<file path="src/rtl/irq_priority_controller.sv">
// Registered interrupt priority controller: N edge-triggered request lines,
// per-line enable mask, fixed-priority or round-robin arbitration.
// Latency: a REQ edge at cycle t is pending at t+1 and presented (IRQ_VALID) at t+2.
// Flow control: IRQ_VALID/IRQ_ID hold steady until ACK; no new presentation until COMPLETE.
//
// Ports:
//   CLK, RESET       rising-edge clock, asynchronous active-high reset
//   REQ[N]           level request lines; a rising edge sets the pending bit
//   EN_WE, EN_IN[N]  write strobe and new value for the per-line enable mask
//   MODE             0 = fixed priority (highest index), 1 = round-robin
//   ACK, COMPLETE    CPU accepts the presented ID / CPU finished servicing it
//   IRQ_VALID        an ID is being presented; qualifies IRQ_ID
//   IRQ_ID[IDW]      presented line index (holds its last value otherwise)
//   BUSY             CPU is servicing an interrupt
//   PENDING[N]       raw pending register, not masked by the enables
module irq_priority_controller #(
    parameter int N = 16
) (
    input  logic                 CLK,
    input  logic                 RESET,
    input  logic [N-1:0]         REQ,
    input  logic                 EN_WE,
    input  logic [N-1:0]         EN_IN,
    input  logic                 MODE,
    input  logic                 ACK,
    input  logic                 COMPLETE,
    output logic                 IRQ_VALID,
    output logic [$clog2(N)-1:0] IRQ_ID,
    output logic                 BUSY,
    output logic [N-1:0]         PENDING
);
    localparam int IDW = $clog2(N);

    typedef enum logic [1:0] {IDLE, PRESENT, SERVICE} state_t;

    state_t         state;
    logic [N-1:0]   pend;
    logic [N-1:0]   en;
    logic [N-1:0]   prev;
    logic [IDW-1:0] last;

    logic [N-1:0]   cand;
    logic           cand_any;
    logic [N-1:0]   clr;
    logic [IDW-1:0] fix_id;
    logic [IDW-1:0] rr_id;
    logic [IDW-1:0] sel_id;

    // Arbitration works only on registered state, so no input reaches an output
    // without passing a flop.
    assign cand     = pend & en;
    assign cand_any = |cand;

    // Fixed priority: ascending scan, so the highest set index is the last write.
    always_comb begin
        fix_id = '0;
        for (int i = 0; i < N; i++) begin
            if (cand[i]) fix_id = IDW'(i);
        end
    end

    // Round-robin: the scan order is LAST-1, LAST-2, ..., LAST (mod N). Walking
    // it backwards lets the first line in scan order make the final write, so
    // the most recently serviced line ends up with the lowest priority.
    always_comb begin
        int idx;
        idx   = 0;
        rr_id = '0;
        for (int k = N; k >= 1; k--) begin
            idx = int'(last) - k;
            if (idx < 0) idx = idx + N;
            if (cand[idx[IDW-1:0]]) rr_id = idx[IDW-1:0];
        end
    end

    assign sel_id = MODE ? rr_id : fix_id;

    // Clear only the line the CPU just accepted; a fresh edge on that line in
    // the same cycle is OR-ed back in afterwards, so the set wins.
    always_comb begin
        clr = '0;
        if (state == PRESENT && ACK) clr[IRQ_ID] = 1'b1;
    end

    always_ff @(posedge CLK or posedge RESET) begin
        if (RESET) begin
            state     <= IDLE;
            pend      <= '0;
            en        <= '0;
            prev      <= '0;
            last      <= '0;
            IRQ_VALID <= 1'b0;
            IRQ_ID    <= '0;
            BUSY      <= 1'b0;
        end else begin
            // prev is cleared by reset, so a line already high at release
            // counts as an edge on the first clock.
            prev <= REQ;
            pend <= (pend & ~clr) | (REQ & ~prev);
            if (EN_WE) en <= EN_IN;

            case (state)
                IDLE: begin
                    if (cand_any) begin
                        IRQ_ID    <= sel_id;
                        IRQ_VALID <= 1'b1;
                        state     <= PRESENT;
                    end
                end
                PRESENT: begin
                    // No preemption and no withdrawal: only ACK leaves here.
                    if (ACK) begin
                        IRQ_VALID <= 1'b0;
                        BUSY      <= 1'b1;
                        state     <= SERVICE;
                    end
                end
                SERVICE: begin
                    if (COMPLETE) begin
                        last  <= IRQ_ID;
                        BUSY  <= 1'b0;
                        state <= IDLE;
                    end
                end
                default: state <= IDLE;
            endcase
        end
    end

    assign PENDING = pend;

endmodule

</file>
<file path="config.mk">
export PLATFORM = sky130hd
export DESIGN_NAME = irq_priority_controller
export DESIGN_NICKNAME = d
export VERILOG_FILES = /design/src/rtl/irq_priority_controller.sv
export SDC_FILE = /design/constraint.sdc
export NUM_CORES = 1
export LEC_CHECK = 0
export BUFFER_PORTS_ARGS = -buffer_cell sky130_fd_sc_hd__buf_2
export CORE_ASPECT_RATIO = 1.2
export CORE_MARGIN = 1.5
export CORE_UTILIZATION = 25
export DETAILED_ROUTE_END_ITERATION = 8
export PLACE_DENSITY = 0.48
export SYNTH_ARGS = -nofsm -noshare
export SYNTH_HDL_FRONTEND = slang
export SYNTH_SLANG_ARGS = --single-unit
</file>
<file path="constraint.sdc">
create_clock -name CLK -period 8.4 [get_ports CLK]
set_input_delay 0 -clock CLK [delete_from_list [all_inputs] [get_ports CLK]]
set_output_delay 0 -clock CLK [all_outputs]
set_load 0.02 [all_outputs]
</file>
# Word level (Yosys, flattened, before mapping)

Cells that the tools add are included.

Register bits after elaboration: 60
Bits of input ports: 38
Output and inout port bits: 22

Multiplexer cells: 93
Bitwise logic cells: 6
Equality and inequality tests: 5
Add/sub/neg operators: 32
Reductions and logical operators: 11
Order comparisons: 34

Operator list:

| cell                | number |
|---|---|
| $mux 4              | 46 |
| $lt 4x5->1 const B  | 17 |
| $lt 5x1->1 const B  | 15 |
| $add 4x1->4 const B | 16 |
| $bmux 1 s4          | 16 |
| $and 16x16->16      | 3 |
| $sub 4x4->5 const B | 8 |
| $not 16->16         | 2 |
| $mux 1              | 22 |
| $sub 4x3->5 const B | 4 |
| $mux 16             | 1 |
| $or 16x16->16       | 1 |
| $reduce_or 16->1    | 1 |
| $sub 4x2->5 const B | 2 |
| $reduce_and 3->1    | 3 |
| $mux 2              | 4 |
| $lt 6x1->1 const B  | 1 |
| $ne 2x2->1 const B  | 3 |
| $pmux 2 s3          | 1 |
| $sub 4x5->6 const B | 1 |
| $sub 4x1->5 const B | 1 |
| $demux 1 s4         | 1 |
| $ge 4x1->1 const B  | 1 |
| $pmux 1 s2          | 2 |
| other kinds (6)     | 9 |

# Logic depth before layout (Yosys ltp)

Depth in word-level cells: 22
Depth in mapped cells: 15
Mapped depth without buffers: 10

# Worst setup path before layout

No wires, ideal clock.

Path type: register to register
From: register last[1]
To: register IRQ_ID[1]
Setup slack: 4895 ps
Cell stages (with the launch flop): 14
Clock period less this slack: 3505 ps
Data required time: 8323 ps
Arrival: 3428 ps
Setup time: 77 ps
Path through: dfrtp_1 inv_1 clkbuf_1 clkbuf_1 ha_1 clkbuf_1 or4bb_1 nand4_1 mux4_2 a21oi_1 a21o_1 a2111oi_2 a21oi_1 a21oi_1

Cells in the longest elaborated chain, start to end: 22
Elaborated cells between the ends (all ways): 113

Ends and longest elaborated chain:

| item                                             | RTL line | RTL |
|---|---|---|
| from (decl)                                      | 40       | `logic [IDW-1:0] last;` |
| from (signal assigned)                           | 91       | `last <= '0;` |
| from (signal assigned)                           | 120      | `last <= IRQ_ID;` |
| $sub 4x5->6                                      | 70       | `idx = int'(last) - k;` |
| $lt 6x1->1 / $add 4x1->4 (equally long branches) | 71       | `if (idx < 0) idx = idx + N;` |
| $mux 4                                           | 71       |  |
| $bmux 1 s4                                       | 72       | `if (cand[idx[IDW-1:0]]) rr_id = idx[IDW-1:0];` |
| $mux 1 (not written as such)                     | 72       |  |
| $mux 4 (15 in series)                            | 72       |  |
| $mux 4 *                                         | 72       |  |
| $mux 4 *                                         | 76       | `assign sel_id = MODE ? rr_id : fix_id;` |
| to (signal assigned)                             | 105      | `IRQ_ID <= sel_id;` |
| to (decl)                                        | 28       | `output logic [$clog2(N)-1:0] IRQ_ID,` |

Mark *: on every way between the ends. The rest lies on a longest branch, timed or not. The select of a mux whose other input is x is not followed.
A chain may end at the register's enable or synchronous reset.

# Worst setup path after layout

Ends and elaborated chain as after synthesis.

==> flow_summary.yaml <==
drt:
  drc: 0
  drtIter0Drc: 415
  dr.pass1.iters: 6
  drtAntennaViolNets: 0
  via_per_inst: 5.68
  wire_per_inst_um: 20.3
  wirelength_um: 18900
  via_count: 5276
die:
  initial_core_util: 0.256
  ioPinCount: 60
  fp.dieArea_mm2: 0.0217
  die_w_um: 135
  die_y_um: 161
  rows: 57
  coreArea_mm2: 0.0203
worst_setup_path:
  critical_path.cell_chain: "inv_1, ha_1, inv_1, mux4_2, mux2i_2, o2111ai_1, a311oi_1, a41o_1, a21oi_1"
  reg2reg_from: "last[1]"
  setup.worst_path.class: "flip-flop to flip-flop"
  arrival_ns: 4.42
  cpMostUsedCell: "inv_1"
  crit_path_max_fanout: 23
  cp-end-kind: "flip-flop"
  crit_start: "last[1]"
  crit_slowest_cell: "mux4_2"
  slowest_delay_ns: 0.67
  critPathLaunchType: "flip-flop"
  cp.required_ns: 8.61
sta:
  fin_crit_sh: 0.501
  fin_ws_ns: 4.20
  hold_viol: 0
  rsz0062_at_grt: "false"
  setup_tns_ns: 0
  worst_pin_slew_ns: 1.02
  slew_headroom: 0.312
  fmax_mhz: 238
  setup_violations: 0
  fin_worst_skew_ns: 0.0117
  period_minus_slack_ns: 4.20
  finalMaxSlewViolations: 0
logic_synthesis:
  synthFlopType: "dfrtp_1"
  netlist.top_cell.by_area: "dfrtp_1"
  yosys.area.top_type_share: 0.288
  synth_edf_count: 0
  async_flop_share: 1.00
  ys_types: 77
  syn-num-nets: 625
  syn_area_mm2: 0.00521
  syn_area_per_cell_um2: 8.98
  syn_inst: 580
  yosysWarnings: 0
  synthTopCellsByArea: "dfrtp_1 (29%), mux4_2 (7.4%), mux2_2 (5.8%)"
  ys_seq_area_frac: 0.288
  ys_seq_elements: 60
global_route:
  grt_overflow: 0
  grt_max_degree: 69
  grt_usage: 0.176
  first_global_vias: 5207
  antenna_found_initial: 0
  grt_pass1_wl_um: 29700
min_path:
  worstHoldPathType: "primary input to flip-flop"
  min-delay-start: "MODE"
place:
  hpwl_um: 14500
  routabilityCongestion: 0.944
  dp_slack_ns: 4.19
  placed_cell_area_mm2: 0.00571
  portBuffers: 59
clock_network:
  clk-insertion-delay-late_ns: 0.34
  ctsResizeCount: 0
  cts.sinks: 60
  numCtsBuffers: 9
  cts.clk_slew.worst_paths_ns: 0.07
  clock_path_buffers: 2
  root_buffer: "clkbuf_16"
  htreeDepth: 3
  cts_tree: "yes"
run_status:
  status: "completed"
layout:
  final_cell_area_mm2: 0.00637
  areaGrowthSynthToFinish_pct: 22.4
  final_core_util: 0.314
  nFillCells: 2162
  fin_nets: 704
  drive_gt1_frac: 0.226
  diodes: 0
run:
  maxCapViolations: 0
sequential cells by signal, summed over array words and instances (netlist names):
| name | cells |
|---|---|
| en | 16 |
| IRQ_VALID | 1 |
| IRQ_ID | 4 |
| prev | 16 |
| state | 2 |
| BUSY | 1 |
| PENDING | 16 |
| last | 4 |
routing by layer:
layer  up-vias  GRT usage  share of wire
li1       2412          -              -
met1      2579      0.220           0.41
met2       239      0.303           0.50
met3        46     0.0195          0.050
met4         0     0.0836          0.042
met5         -          0              0
area by class of cell:
type | instances | area, um^2 | share of cell area
Multi-Input combinational cell | 459 | 3430 | 0.538
Sequential cell | 60 | 1500 | 0.236
Timing Repair Buffer | 100 | 691 | 0.108
Tap cell | 265 | 332 | 0.0520
Clock buffer | 10 | 239 | 0.0375
Inverter | 29 | 109 | 0.0171
Clock inverter | 6 | 71.3 | 0.0112
through the flow:
step | hold slack [ns] | instances
5_1_grt | 0.0767 | 929
3_3_place_gp | 0.122 | 878
6_report | 0.0669 | 929
2_1_floorplan | 0.0314 | 580
3_5_place_dp | 0.122 | 878
4_1_cts | 0.0608 | 929
worst max-delay path, delay by kind of cell, from the launching register on:
family,cells,cell delay (ns)
buffers and inverters,2,1.11
muxes,2,1.10
adders and majority gates,1,0.66
DFF,1,0.37
AOI/OAI and AO/OA,4,0.84
cells in the mapped netlist (5+ instances only):
master / number
nand2b_1: 6
a21boi_0: 5
nand2_1: 59
a31oi_1: 5
buf_2: 8
nand4_1: 48
nor3_1: 7
buf_4: 5
nand4b_1: 12
nand3b_1: 8
o21a_1: 5
mux2_2: 27
inv_1: 26
a22oi_1: 6
a211oi_1: 8
and2_1: 13
mux2i_1: 11
o31ai_1: 8
xnor2_1: 8
o21ai_0: 54
nand3_1: 16
nor2_1: 26
or2_2: 6
ha_1: 7
dfrtp_1: 60
o2111ai_1: 6
clkbuf_1: 12
a21oi_1: 14
mux4_2: 17
repair_timing:
item	4_1_cts	5_1_grt
hold buffers	35	0
endpoints found under the hold margin	110	0
setup buffers	0	0
cell families after synthesis:
logic type,synth area share
compound gates,0.210
simple gates,0.241
flops,0.288
buf+inv,0.0529
xor+xnor,0.0248
mux,0.166
fa+ha+maj,0.0168
final timing paths:
kind	cells after the start	endpoint	slack, ns
setup reg to reg	9	IRQ_ID[1]	4.20
min in group asynchronous	4	prev[11]	0.43
hold reg to reg	1	PENDING[13]	0.41
hold / removal	2	IRQ_ID[0]	0.07
max in group asynchronous	4	last[0]	7.42
setup / recovery	9	IRQ_ID[1]	4.20
placed cells by master, fill, tap and decap left out, types with 7 or more instances in the layout:
| master | n |
|---|---|
| a211oi_1 | 8 |
| a21oi_1 | 14 |
| and2_1 | 13 |
| buf_2 | 59 |
| clkbuf_16 | 9 |
| dfrtp_1 | 59 |
| dlygate4sd3_1 | 35 |
| ha_1 | 7 |
| inv_1 | 25 |
| mux2_2 | 27 |
| mux2i_1 | 11 |
| mux4_2 | 17 |
| nand2_1 | 59 |
| nand3_1 | 16 |
| nand3b_1 | 8 |
| nand4_1 | 48 |
| nand4b_1 | 12 |
| nor2_1 | 26 |
| nor3_1 | 7 |
| o21ai_0 | 54 |
| o31ai_1 | 8 |
| xnor2_1 | 8 |
Power is left out: the tool's default activity adds up to more than one toggle a clock period on the data nets, which glitch-free logic cannot reach.
